## src/rtl/vga_fb_pkg.sv

```systemverilog
// Shared definitions for the SRAM frame-buffer write path and display path:
// writer FSM states, RGB565 field positions, default raster size and rounding helpers.
package vga_fb_pkg;

    // CONV is visited only when SRAM_FRAME_WRITER_ROUND_EN adds the rounding register stage.
    typedef enum logic [2:0] {
        IDLE  = 3'd0,
        SETUP = 3'd1,
        WRITE = 3'd2,
        HOLD  = 3'd3,
        CONV  = 3'd4
    } fb_wr_state_t;

    localparam int DEFAULT_H_DISPLAY = 640;
    localparam int DEFAULT_V_DISPLAY = 480;

    localparam int RGB565_R_MSB = 15;
    localparam int RGB565_R_LSB = 11;
    localparam int RGB565_G_MSB = 10;
    localparam int RGB565_G_LSB = 5;
    localparam int RGB565_B_MSB = 4;
    localparam int RGB565_B_LSB = 0;

    // (c + 4) >> 3, clamped to 31; the carry out of bit 7 is the only overflow case
    function automatic logic [4:0] round_to_5(input logic [7:0] c);
        logic [8:0] sum;
        sum = {1'b0, c} + 9'd4;
        if (sum[8]) begin
            return 5'd31;
        end else begin
            return sum[7:3];
        end
    endfunction

    // (c + 2) >> 2, clamped to 63
    function automatic logic [5:0] round_to_6(input logic [7:0] c);
        logic [8:0] sum;
        sum = {1'b0, c} + 9'd2;
        if (sum[8]) begin
            return 6'd63;
        end else begin
            return sum[7:2];
        end
    endfunction

endpackage

```

## src/rtl/rgb888_to_rgb565.sv

```systemverilog
// RGB888 to RGB565 packing. Combinational truncation by default; with
// SRAM_FRAME_WRITER_ROUND_EN defined, round-to-nearest into a register loaded on accept.
module rgb888_to_rgb565
    import vga_fb_pkg::*;
(
`ifdef SRAM_FRAME_WRITER_ROUND_EN
    input  logic        clk,
    input  logic        rst_n,
    input  logic        load,
`endif
    input  logic [7:0]  r,
    input  logic [7:0]  g,
    input  logic [7:0]  b,
    output logic [15:0] rgb565
);

    logic [15:0] packed_s;

`ifdef SRAM_FRAME_WRITER_ROUND_EN
    // Rounded channel packing
    always_comb begin
        packed_s = 16'd0;
        packed_s[RGB565_R_MSB:RGB565_R_LSB] = round_to_5(r);
        packed_s[RGB565_G_MSB:RGB565_G_LSB] = round_to_6(g);
        packed_s[RGB565_B_MSB:RGB565_B_LSB] = round_to_5(b);
    end

    // Pipeline register holding the converted pixel until SETUP
    always_ff @(posedge clk or negedge rst_n) begin
        if (!rst_n) begin
            rgb565 <= 16'd0;
        end else if (load) begin
            rgb565 <= packed_s;
        end else begin
            rgb565 <= rgb565;
        end
    end
`else
    logic unused_lsbs_s;
    assign unused_lsbs_s = ^{r[2:0], g[1:0], b[2:0]};

    // Truncating channel packing
    always_comb begin
        packed_s = 16'd0;
        packed_s[RGB565_R_MSB:RGB565_R_LSB] = r[7:3];
        packed_s[RGB565_G_MSB:RGB565_G_LSB] = g[7:2];
        packed_s[RGB565_B_MSB:RGB565_B_LSB] = b[7:3];
    end

    assign rgb565 = packed_s;
`endif

endmodule

```

## src/rtl/sram_frame_writer.sv

```systemverilog
// Raster RGB888 stream to async SRAM frame buffer writer (setup / write-pulse / hold).
// Optional rounding conversion stage: define SRAM_FRAME_WRITER_ROUND_EN.
module sram_frame_writer
    import vga_fb_pkg::*;
#(
    parameter int H_DISPLAY = DEFAULT_H_DISPLAY,
    parameter int V_DISPLAY = DEFAULT_V_DISPLAY,
    parameter int ADDR_W    = 20,
    parameter int WE_CYCLES = 2
) (
    input  logic              clk,
    input  logic              rst_n,
    input  logic              pix_valid,
    output logic              pix_ready,
    input  logic              pix_sof,
    input  logic [7:0]        pix_r,
    input  logic [7:0]        pix_g,
    input  logic [7:0]        pix_b,
    output logic [ADDR_W-1:0] sram_address,
    output logic [15:0]       sram_wdata,
    output logic              sram_we_n,
    output logic              sram_ce_n,
    output logic              sram_oe_n,
    output logic              frame_done,
    output logic              busy
);

    localparam int XW    = (H_DISPLAY > 1) ? $clog2(H_DISPLAY) : 1;
    localparam int YW    = (V_DISPLAY > 1) ? $clog2(V_DISPLAY) : 1;
    localparam int CNT_W = (WE_CYCLES > 1) ? $clog2(WE_CYCLES) : 1;

    localparam logic [XW-1:0]    X_LAST     = XW'(H_DISPLAY - 1);
    localparam logic [YW-1:0]    Y_LAST     = YW'(V_DISPLAY - 1);
    localparam logic [CNT_W-1:0] LAST_PULSE = CNT_W'(WE_CYCLES - 1);

    if (longint'(H_DISPLAY) * longint'(V_DISPLAY) > (longint'(1) << ADDR_W)) begin : g_bad_size
        $error("sram_frame_writer: H_DISPLAY*V_DISPLAY exceeds 2**ADDR_W");
    end
    if (WE_CYCLES < 1) begin : g_bad_we
        $error("sram_frame_writer: WE_CYCLES must be at least 1");
    end

    fb_wr_state_t      state_r;
    fb_wr_state_t      state_nxt_s;
    logic [CNT_W-1:0]  we_cnt_r;
    logic [XW-1:0]     x_r;
    logic [YW-1:0]     y_r;
    logic [ADDR_W-1:0] addr_r;
    logic [ADDR_W-1:0] cur_addr_s;
    logic [15:0]       rgb565_s;
    logic              accept_s;
    logic              load_s;
    logic              x_last_s;
    logic              y_last_s;

    assign accept_s   = pix_valid && pix_ready;
    assign load_s     = (state_nxt_s == SETUP) && (state_r != SETUP);
    assign cur_addr_s = (accept_s && pix_sof) ? '0 : addr_r;
    assign x_last_s   = (x_r == X_LAST);
    assign y_last_s   = (y_r == Y_LAST);
    assign sram_oe_n  = 1'b1;

`ifdef SRAM_FRAME_WRITER_ROUND_EN
    rgb888_to_rgb565 u_conv (
        .clk    (clk),
        .rst_n  (rst_n),
        .load   (accept_s),
        .r      (pix_r),
        .g      (pix_g),
        .b      (pix_b),
        .rgb565 (rgb565_s)
    );
`else
    rgb888_to_rgb565 u_conv (
        .r      (pix_r),
        .g      (pix_g),
        .b      (pix_b),
        .rgb565 (rgb565_s)
    );
`endif

    // Next-state logic for the write cycle sequencer
    always_comb begin
        state_nxt_s = state_r;
        case (state_r)
            IDLE: begin
                if (accept_s) begin
`ifdef SRAM_FRAME_WRITER_ROUND_EN
                    state_nxt_s = CONV;
`else
                    state_nxt_s = SETUP;
`endif
                end else begin
                    state_nxt_s = IDLE;
                end
            end
            CONV:  state_nxt_s = SETUP;
            SETUP: state_nxt_s = WRITE;
            WRITE: begin
                if (we_cnt_r == LAST_PULSE) begin
                    state_nxt_s = HOLD;
                end else begin
                    state_nxt_s = WRITE;
                end
            end
            HOLD:    state_nxt_s = IDLE;
            default: state_nxt_s = IDLE;
        endcase
    end

    // State register and write-pulse length counter
    always_ff @(posedge clk or negedge rst_n) begin
        if (!rst_n) begin
            state_r  <= IDLE;
            we_cnt_r <= '0;
        end else begin
            state_r <= state_nxt_s;
            if (state_r == WRITE) begin
                we_cnt_r <= we_cnt_r + CNT_W'(1);
            end else begin
                we_cnt_r <= '0;
            end
        end
    end

    // Raster position and linear address; sof rewinds before the pixel's address is used
    always_ff @(posedge clk or negedge rst_n) begin
        if (!rst_n) begin
            x_r    <= '0;
            y_r    <= '0;
            addr_r <= '0;
        end else if (accept_s && pix_sof) begin
            x_r    <= '0;
            y_r    <= '0;
            addr_r <= '0;
        end else if (state_r == HOLD) begin
            if (x_last_s) begin
                x_r <= '0;
                if (y_last_s) begin
                    y_r    <= '0;
                    addr_r <= '0;
                end else begin
                    y_r    <= y_r + YW'(1);
                    addr_r <= addr_r + ADDR_W'(1);
                end
            end else begin
                x_r    <= x_r + XW'(1);
                addr_r <= addr_r + ADDR_W'(1);
            end
        end else begin
            x_r    <= x_r;
            y_r    <= y_r;
            addr_r <= addr_r;
        end
    end

    // SRAM strobes, address/data latches and status outputs, all registered
    always_ff @(posedge clk or negedge rst_n) begin
        if (!rst_n) begin
            sram_address <= '0;
            sram_wdata   <= 16'd0;
            sram_we_n    <= 1'b1;
            sram_ce_n    <= 1'b1;
            pix_ready    <= 1'b0;
            frame_done   <= 1'b0;
            busy         <= 1'b0;
        end else begin
            if (load_s) begin
                sram_address <= cur_addr_s;
                sram_wdata   <= rgb565_s;
                sram_ce_n    <= 1'b0;
            end else if (state_r == HOLD) begin
                sram_ce_n    <= 1'b1;
            end else begin
                sram_ce_n    <= sram_ce_n;
            end
            sram_we_n  <= (state_nxt_s != WRITE);
            pix_ready  <= (state_nxt_s == IDLE);
            busy       <= (state_nxt_s != IDLE);
            frame_done <= (state_r == HOLD) && x_last_s && y_last_s;
        end
    end

endmodule

```

## config.mk

```make
export PLATFORM = sky130hd
export DESIGN_NAME = sram_frame_writer
export DESIGN_NICKNAME = d
export VERILOG_FILES = /design/src/rtl/vga_fb_pkg.sv /design/src/rtl/rgb888_to_rgb565.sv /design/src/rtl/sram_frame_writer.sv
export SDC_FILE = /design/constraint.sdc
export NUM_CORES = 1
export LEC_CHECK = 0
export CAP_MARGIN = 10
export CELL_PAD_IN_SITES_DETAIL_PLACEMENT = 1
export CELL_PAD_IN_SITES_GLOBAL_PLACEMENT = 1
export CORE_MARGIN = 3
export CORE_UTILIZATION = 36
export DETAILED_ROUTE_END_ITERATION = 8
export GPL_ROUTABILITY_DRIVEN = 0
export PLACE_DENSITY = 0.79
export SYNTH_ARGS = -nofsm -noshare
export SYNTH_HDL_FRONTEND = slang
export SYNTH_SLANG_ARGS = --single-unit
```

## constraint.sdc

```tcl
create_clock -name clk -period 2.01 [get_ports clk]
set_input_delay 0.402 -clock clk [delete_from_list [all_inputs] [get_ports clk]]
set_output_delay 0.402 -clock clk [all_outputs]
set_load 0.02 [all_outputs]
```

==> impl_metrics.tcl, run 1 <==
set metrics [dict create \
    status "complete, no violations" \
    period_needed_ns 1.91 \
    setup_viol 0 \
    tns_ns 0 \
    ioPinCount 70 \
    whs_path_depth 1 \
    yosysWarnings 0 \
    cts_buffer_depth 2 \
    dp.cells 603 \
    hp-class "reg2reg" \
    rsz0062_at_grt "no" \
    layout.nets 516 \
    antenna_found_initial 0 \
    clk_pin_slew_ns 0.08 \
    clk-insertion-delay-late_ns 0.36 \
    swShare_pct 35.3 \
    n_fill_cell 1217 \
    drc 0 \
    rows 37 \
    holdWs_ns 0.451 \
    syn_area_mm2 0.00387 \
    synth_top_area_share_pct 52.4 \
    synth_cell_type_count 49 \
    post-synth-top-count-cell "nand2_1" \
    power_mw 5.45 \
    synthTopCellsByCount "nand2_1 (105), dfrtp_1 (81), nand3_1 (38)" \
    final_layout_size_suffix_gt1_share_pct 10.7 \
    hold_violations 0 \
    fin_util_pct 48.0 \
    p_leak_nw 2.26 \
    vias 3199 \
    hpwl_um 6740 \
    die-width_um 110 \
    worstRegToRegCells 5 \
    area_growth_pct 28.6 \
    switching_power_mw 1.92 \
    cts_tree "built" \
    crit_required_ns 1.61 \
    crit_path_end_kind "output port" \
    worstPathCellList "clkdlybuf4s50_1" \
    clock_skew_ns 0.00536 \
    synth_edf_count 0 \
    wl_um 9410 \
    numPortBuffers 60 \
    synthFlopType "dfrtp_1" \
    cts_buffers 9 \
    first_pass_iters 4 \
    seqPwrFrac_pct 41.1 \
    track_usage_pct 16.8 \
    worst-setup-path-type "reg2out" \
    htree_levels 3 \
    fmax_ghz 0.523 \
    cp_slowest_cell "clkdlybuf4s50_1" \
    wl_per_cell_um 15.1 \
    clock_sinks 83 \
    ys_seq_area_share_pct 53.7 \
    max_stage_delay_ns 0.60 \
    cp_max_fo 3 \
    yosys.area.top_type "dfrtp_1" \
    irDropWorstVdd_v 0.000592 \
    postRouteAntennaNets 0 \
    die_h_um 110 \
    power_frac_clock_pct 24.0 \
    antenna_cells 0 \
    path_buf_inv 1 \
    maxSlewViolCount 0 \
    syn_inst 407 \
    core_area_mm2 0.0104 \
    p_comb_share_pct 34.9 \
    gr-total-overflow 0 \
    final_cells 622 \
    maxCapViolations 0 \
    syn_nets 442 \
    synth-async-reset-ratio_pct 100 \
    dieArea_mm2 0.0120 \
    cts_root_buffer "clkbuf_8" \
    min_period_over_period_pct 95.2 \
    crit_family "buffers and inverters" \
    dr.first_iter.drc_count 113 \
    syn_area_per_cell_um2 9.51 \
    cp_data_arrival_time_ns 1.51 \
    synthTopCellsByArea "dfrtp_1 (52%), nand2_1 (10%), nand3_1 (4.9%), a21oi_1 (2.3%), ha_1 (2.3%)" \
    grt_pass1_wl_um 15700 \
    ys_ff_latch 83 \
    crit_path_start_kind "register" \
    powerDensity_mw_per_mm2 1090 \
    grt_max_degree 56 \
    grt_pass1_vias 3374 \
    initial_core_util_pct 37.3 \
    cp.depth 1 \
    p_int_mw 3.52 \
    viasPerCell 5.14 \
]
[worst paths after layout]
check	startpoint	slack [ns]	end
min in group asynchronous	rst_n	0.50	sram_wdata[0]
min reg2reg	we_cnt_r	0.45	we_cnt_r
min	we_cnt_r	0.45	we_cnt_r
max	sram_ce_n	0.1	sram_ce_n
max reg2reg	state_r[1]	0.1	addr_r[17]
max in group asynchronous	rst_n	0.83	sram_we_n
[cells by family (layout without fill, tap and decap cells)]
logic type,after synthesis,in the layout,synth area share (%)
other,1,1,0.0969
AO/OA/AOI/OAI,50,50,8.60
XOR/XNOR,16,16,3.62
flip-flops,83,83,53.7
buffers and inverters,27,106,3.13
AND/OR/NAND/NOR,222,222,28.3
multiplexers,1,1,0.259
adder cells (fa/ha/maj),7,7,2.26
[layout make-up]
| type | count | area (µm²) | area share, % |
|---|---|---|---|
| clock buffers | 9 | 124 | 2.49 |
| clock inverters | 7 | 92.6 | 1.86 |
| inverters | 9 | 33.8 | 0.679 |
| multi-input cells | 297 | 1680 | 33.8 |
| flip-flops and latches | 83 | 2080 | 41.8 |
| well taps | 136 | 170 | 3.42 |
| repair buffers | 81 | 796 | 16.0 |
[sequential cells by signal, indices dropped and copies added, names as in the netlist]
| name | count |
|---|---|
| addr_r | 20 |
| busy | 1 |
| frame_done | 1 |
| pix_ready | 1 |
| sram_address | 20 |
| sram_ce_n | 1 |
| sram_wdata | 16 |
| sram_we_n | 1 |
| state_r | 2 |
| we_cnt_r | 1 |
| x_r | 10 |
| y_r | 9 |
[worst register-to-register path, stage by stage, from the launching register on]
cell and delay, ns:
dfrtp_1 0.42, ha_1 0.28, buf_4 0.24, nand3_1 0.23
or4_1 0.47, a21oi_1 0.19
[layer usage]
layer / GRT usage, % / part of all wire, %
met3: 2.99 / 4.2
met5: 0 / 0
met1: 19.9 / 44
met4: 8.90 / 2.0
met2: 28.8 / 50
[stage by stage]
stage	setup WS, ns	cell area [µm²]
3_3_place_gp	-0.133	4720
3_5_place_dp	-0.148	4720
2_1_floorplan	0.143	3870
6_report	0.0966	4980
5_1_grt	0.000351	4980
4_1_cts	0.0572	4970
[power by group through the flow]
stage / Sequential [mW] / Clock [mW] / Combinational (mW)
after global placement: 2.25 / 0 / 1.86
after CTS: 2.24 / 1.36 / 1.94
after detailed placement: 2.27 / 0 / 1.92
after global routing: 2.29 / 1.42 / 2.11
after floorplan: 2.49 / 0 / 0.785
final: 2.24 / 1.31 / 1.90
[cell usage in the layout, fill, tap and decap left out, types with 3 or more instances in the layout]
| cell | n |
|---|---|
| dfrtp_1 | 81 |
| a21oi_1 | 18 |
| nor2_1 | 19 |
| and4_1 | 5 |
| nand4_1 | 13 |
| and3_1 | 5 |
| nand3_1 | 38 |
| o31ai_1 | 5 |
| xnor2_1 | 7 |
| or3_1 | 6 |
| buf_4 | 18 |
| clkbuf_8 | 9 |
| nor3_1 | 5 |
| clkdlybuf4s50_1 | 59 |
| inv_1 | 9 |
| buf_12 | 3 |
| o21ai_0 | 13 |
| nand2_1 | 105 |
| nor4_1 | 3 |
| ha_1 | 6 |
| and2_1 | 3 |
| clkinvlp_4 | 3 |
| xor2_1 | 9 |
| or4_1 | 6 |
[timing repair]
action | 4_1_cts | 5_1_grt
gates resized for setup | 0 | 2
hold buffers | 1 | 0
endpoints found under the hold margin | 28 | 0
setup buffers | 2 | 0
pin swaps | 1 | 1
gates cloned | 0 | 0
setup endpoints to repair | 17 | 3
Power figures use the tool's default switching activity.
==> run 2: changes to the inputs <==
--- a/config.mk
+++ b/config.mk
@@ -8,8 +8,9 @@
 export CAP_MARGIN = 10
 export CELL_PAD_IN_SITES_DETAIL_PLACEMENT = 1
 export CELL_PAD_IN_SITES_GLOBAL_PLACEMENT = 1
-export CORE_MARGIN = 3
+export CORE_MARGIN = 5
 export CORE_UTILIZATION = 36
+export CTS_CLUSTER_SIZE = 16
 export DETAILED_ROUTE_END_ITERATION = 8
 export GPL_ROUTABILITY_DRIVEN = 0
 export PLACE_DENSITY = 0.79
==> impl_metrics.tcl, run 2 (synthesized netlist as in run 1, its figures left out) <==
set metrics [dict create \
    clk_pin_slew_ns 0.09 \
    numPortBuffers 60 \
    final_area_mm2 0.00498 \
    dp_slack_ns -0.125 \
    rrSetupSlack_ns 0.11 \
    hpwl_um 7050 \
    dieArea_mm2 0.0129 \
    htree_levels 3 \
    clk-insertion-delay-late_ns 0.36 \
    antenna_cells 0 \
    tns_ns 0 \
    post_dp_cell_area_mm2 0.00475 \
    setup_viol 0 \
    grt_pass1_vias 3456 \
    initial_core_util_pct 37.2 \
    wl_um 9710 \
    fin_util_pct 47.8 \
    crit_path_end_kind "output port" \
    dr.first_iter.drc_count 89 \
    cp_max_fo 3 \
    maxSlewViolCount 0 \
    cts_tree "built" \
    p_leak_nw 2.27 \
    n_fill_cell 1194 \
    powerDensity_mw_per_mm2 1080 \
    holdWs_ns 0.00388 \
    fmax_ghz 0.522 \
    reg.largest.list "addr_r x20, sram_address x20, sram_wdata x16" \
    vias 3285 \
    drc 0 \
    rows 37 \
    final_common_cell "nand2_1" \
    cts_root_buffer "clkbuf_8" \
    crit_path_start_kind "register" \
    cp.depth 1 \
    crit_required_ns 1.61 \
    status "complete, no violations" \
    rr_startpoint "state_r[1]" \
    track_usage_pct 16.1 \
    min_period_over_period_pct 95.2 \
    period_needed_ns 1.91 \
    worstRegToRegCells 6 \
    max_stage_delay_ns 0.60 \
    cp_slowest_cell "clkdlybuf4s50_1" \
    die-width_um 114 \
    grt_max_degree 40 \
    multi_input_area_mm2 0.00167 \
    wl_per_cell_um 15.5 \
    cts_hold_buf 0 \
    worst-setup-path-type "reg2out" \
    hold_violations 0 \
    r2r-end "addr_r[17]" \
    cp-endpoint "sram_ce_n" \
    die_h_um 114 \
    antenna_found_initial 0 \
    cts_buffers 9 \
    setup_ws_ns 0.0957 \
    gr-total-overflow 0 \
    final_cell_mix "nand2_1 (105), dfrtp_1 (81), clkdlybuf4s50_1 (59), nand3_1 (38), buf_4 (21)" \
    core_area_mm2 0.0104 \
    postRouteAntennaNets 0 \
    hp-class "in2async" \
    register_area_mm2 0.00208 \
    maxCapViolations 0 \
    area_growth_pct 28.7 \
    clock_sinks 83 \
    worstPathCellList "clkdlybuf4s50_1" \
    crit_family "buffers and inverters" \
    cp_data_arrival_time_ns 1.51 \
    final_cells 626 \
    dp.cells 607 \
    layout.nets 520 \
    ioPinCount 70 \
    crit_start "sram_ce_n" \
    irDropWorstVdd_v 0.000451 \
    final_layout_size_suffix_gt1_share_pct 11.0 \
    first_pass_iters 4 \
    power_mw 5.36 \
    grt_pass1_wl_um 16900 \
    clock_skew_ns 0.0124 \
    viasPerCell 5.25 \
    cts_buffer_depth 2 \
    path_buf_inv 1 \
]
## run 2: timing repair
item                       in CTS  in global routing
buffers inserted                1                  2
gates resized for setup         0                  1
pin swaps                       1                  0
setup endpoints to repair      17                  6
## run 2: layout make-up
type	count	area share, %
clock buffers	11	2.64
repair buffers	85	16.9
clock inverters	5	1.13
inverters	9	0.678
well taps	136	3.42
flip-flops and latches	83	41.7
multi-input cells	297	33.5
## run 2: worst min-delay path by stage
stage,from,slack [ns],end
floorplan,rst_n,0.11,addr_r[0]
global placement,rst_n,0.40,y_r[1]
detailed placement,rst_n,0.42,y_r[1]
CTS,rst_n,0.01,sram_address[12]
global route,rst_n,0.03,sram_address[12]
finish,rst_n,0.004,sram_address[12]
## run 2: routing by layer
layer	wire length (µm)	GRT usage [%]
met2	4920	27.2
met1	4280	20.7
met3	384	3.50
met4	132	5.05
met5	0	0
## run 2: where the power goes
part           internal [mW]  switching (mW)
registers               2.00           0.248
clock network          0.573           0.611
logic                  0.854            1.08
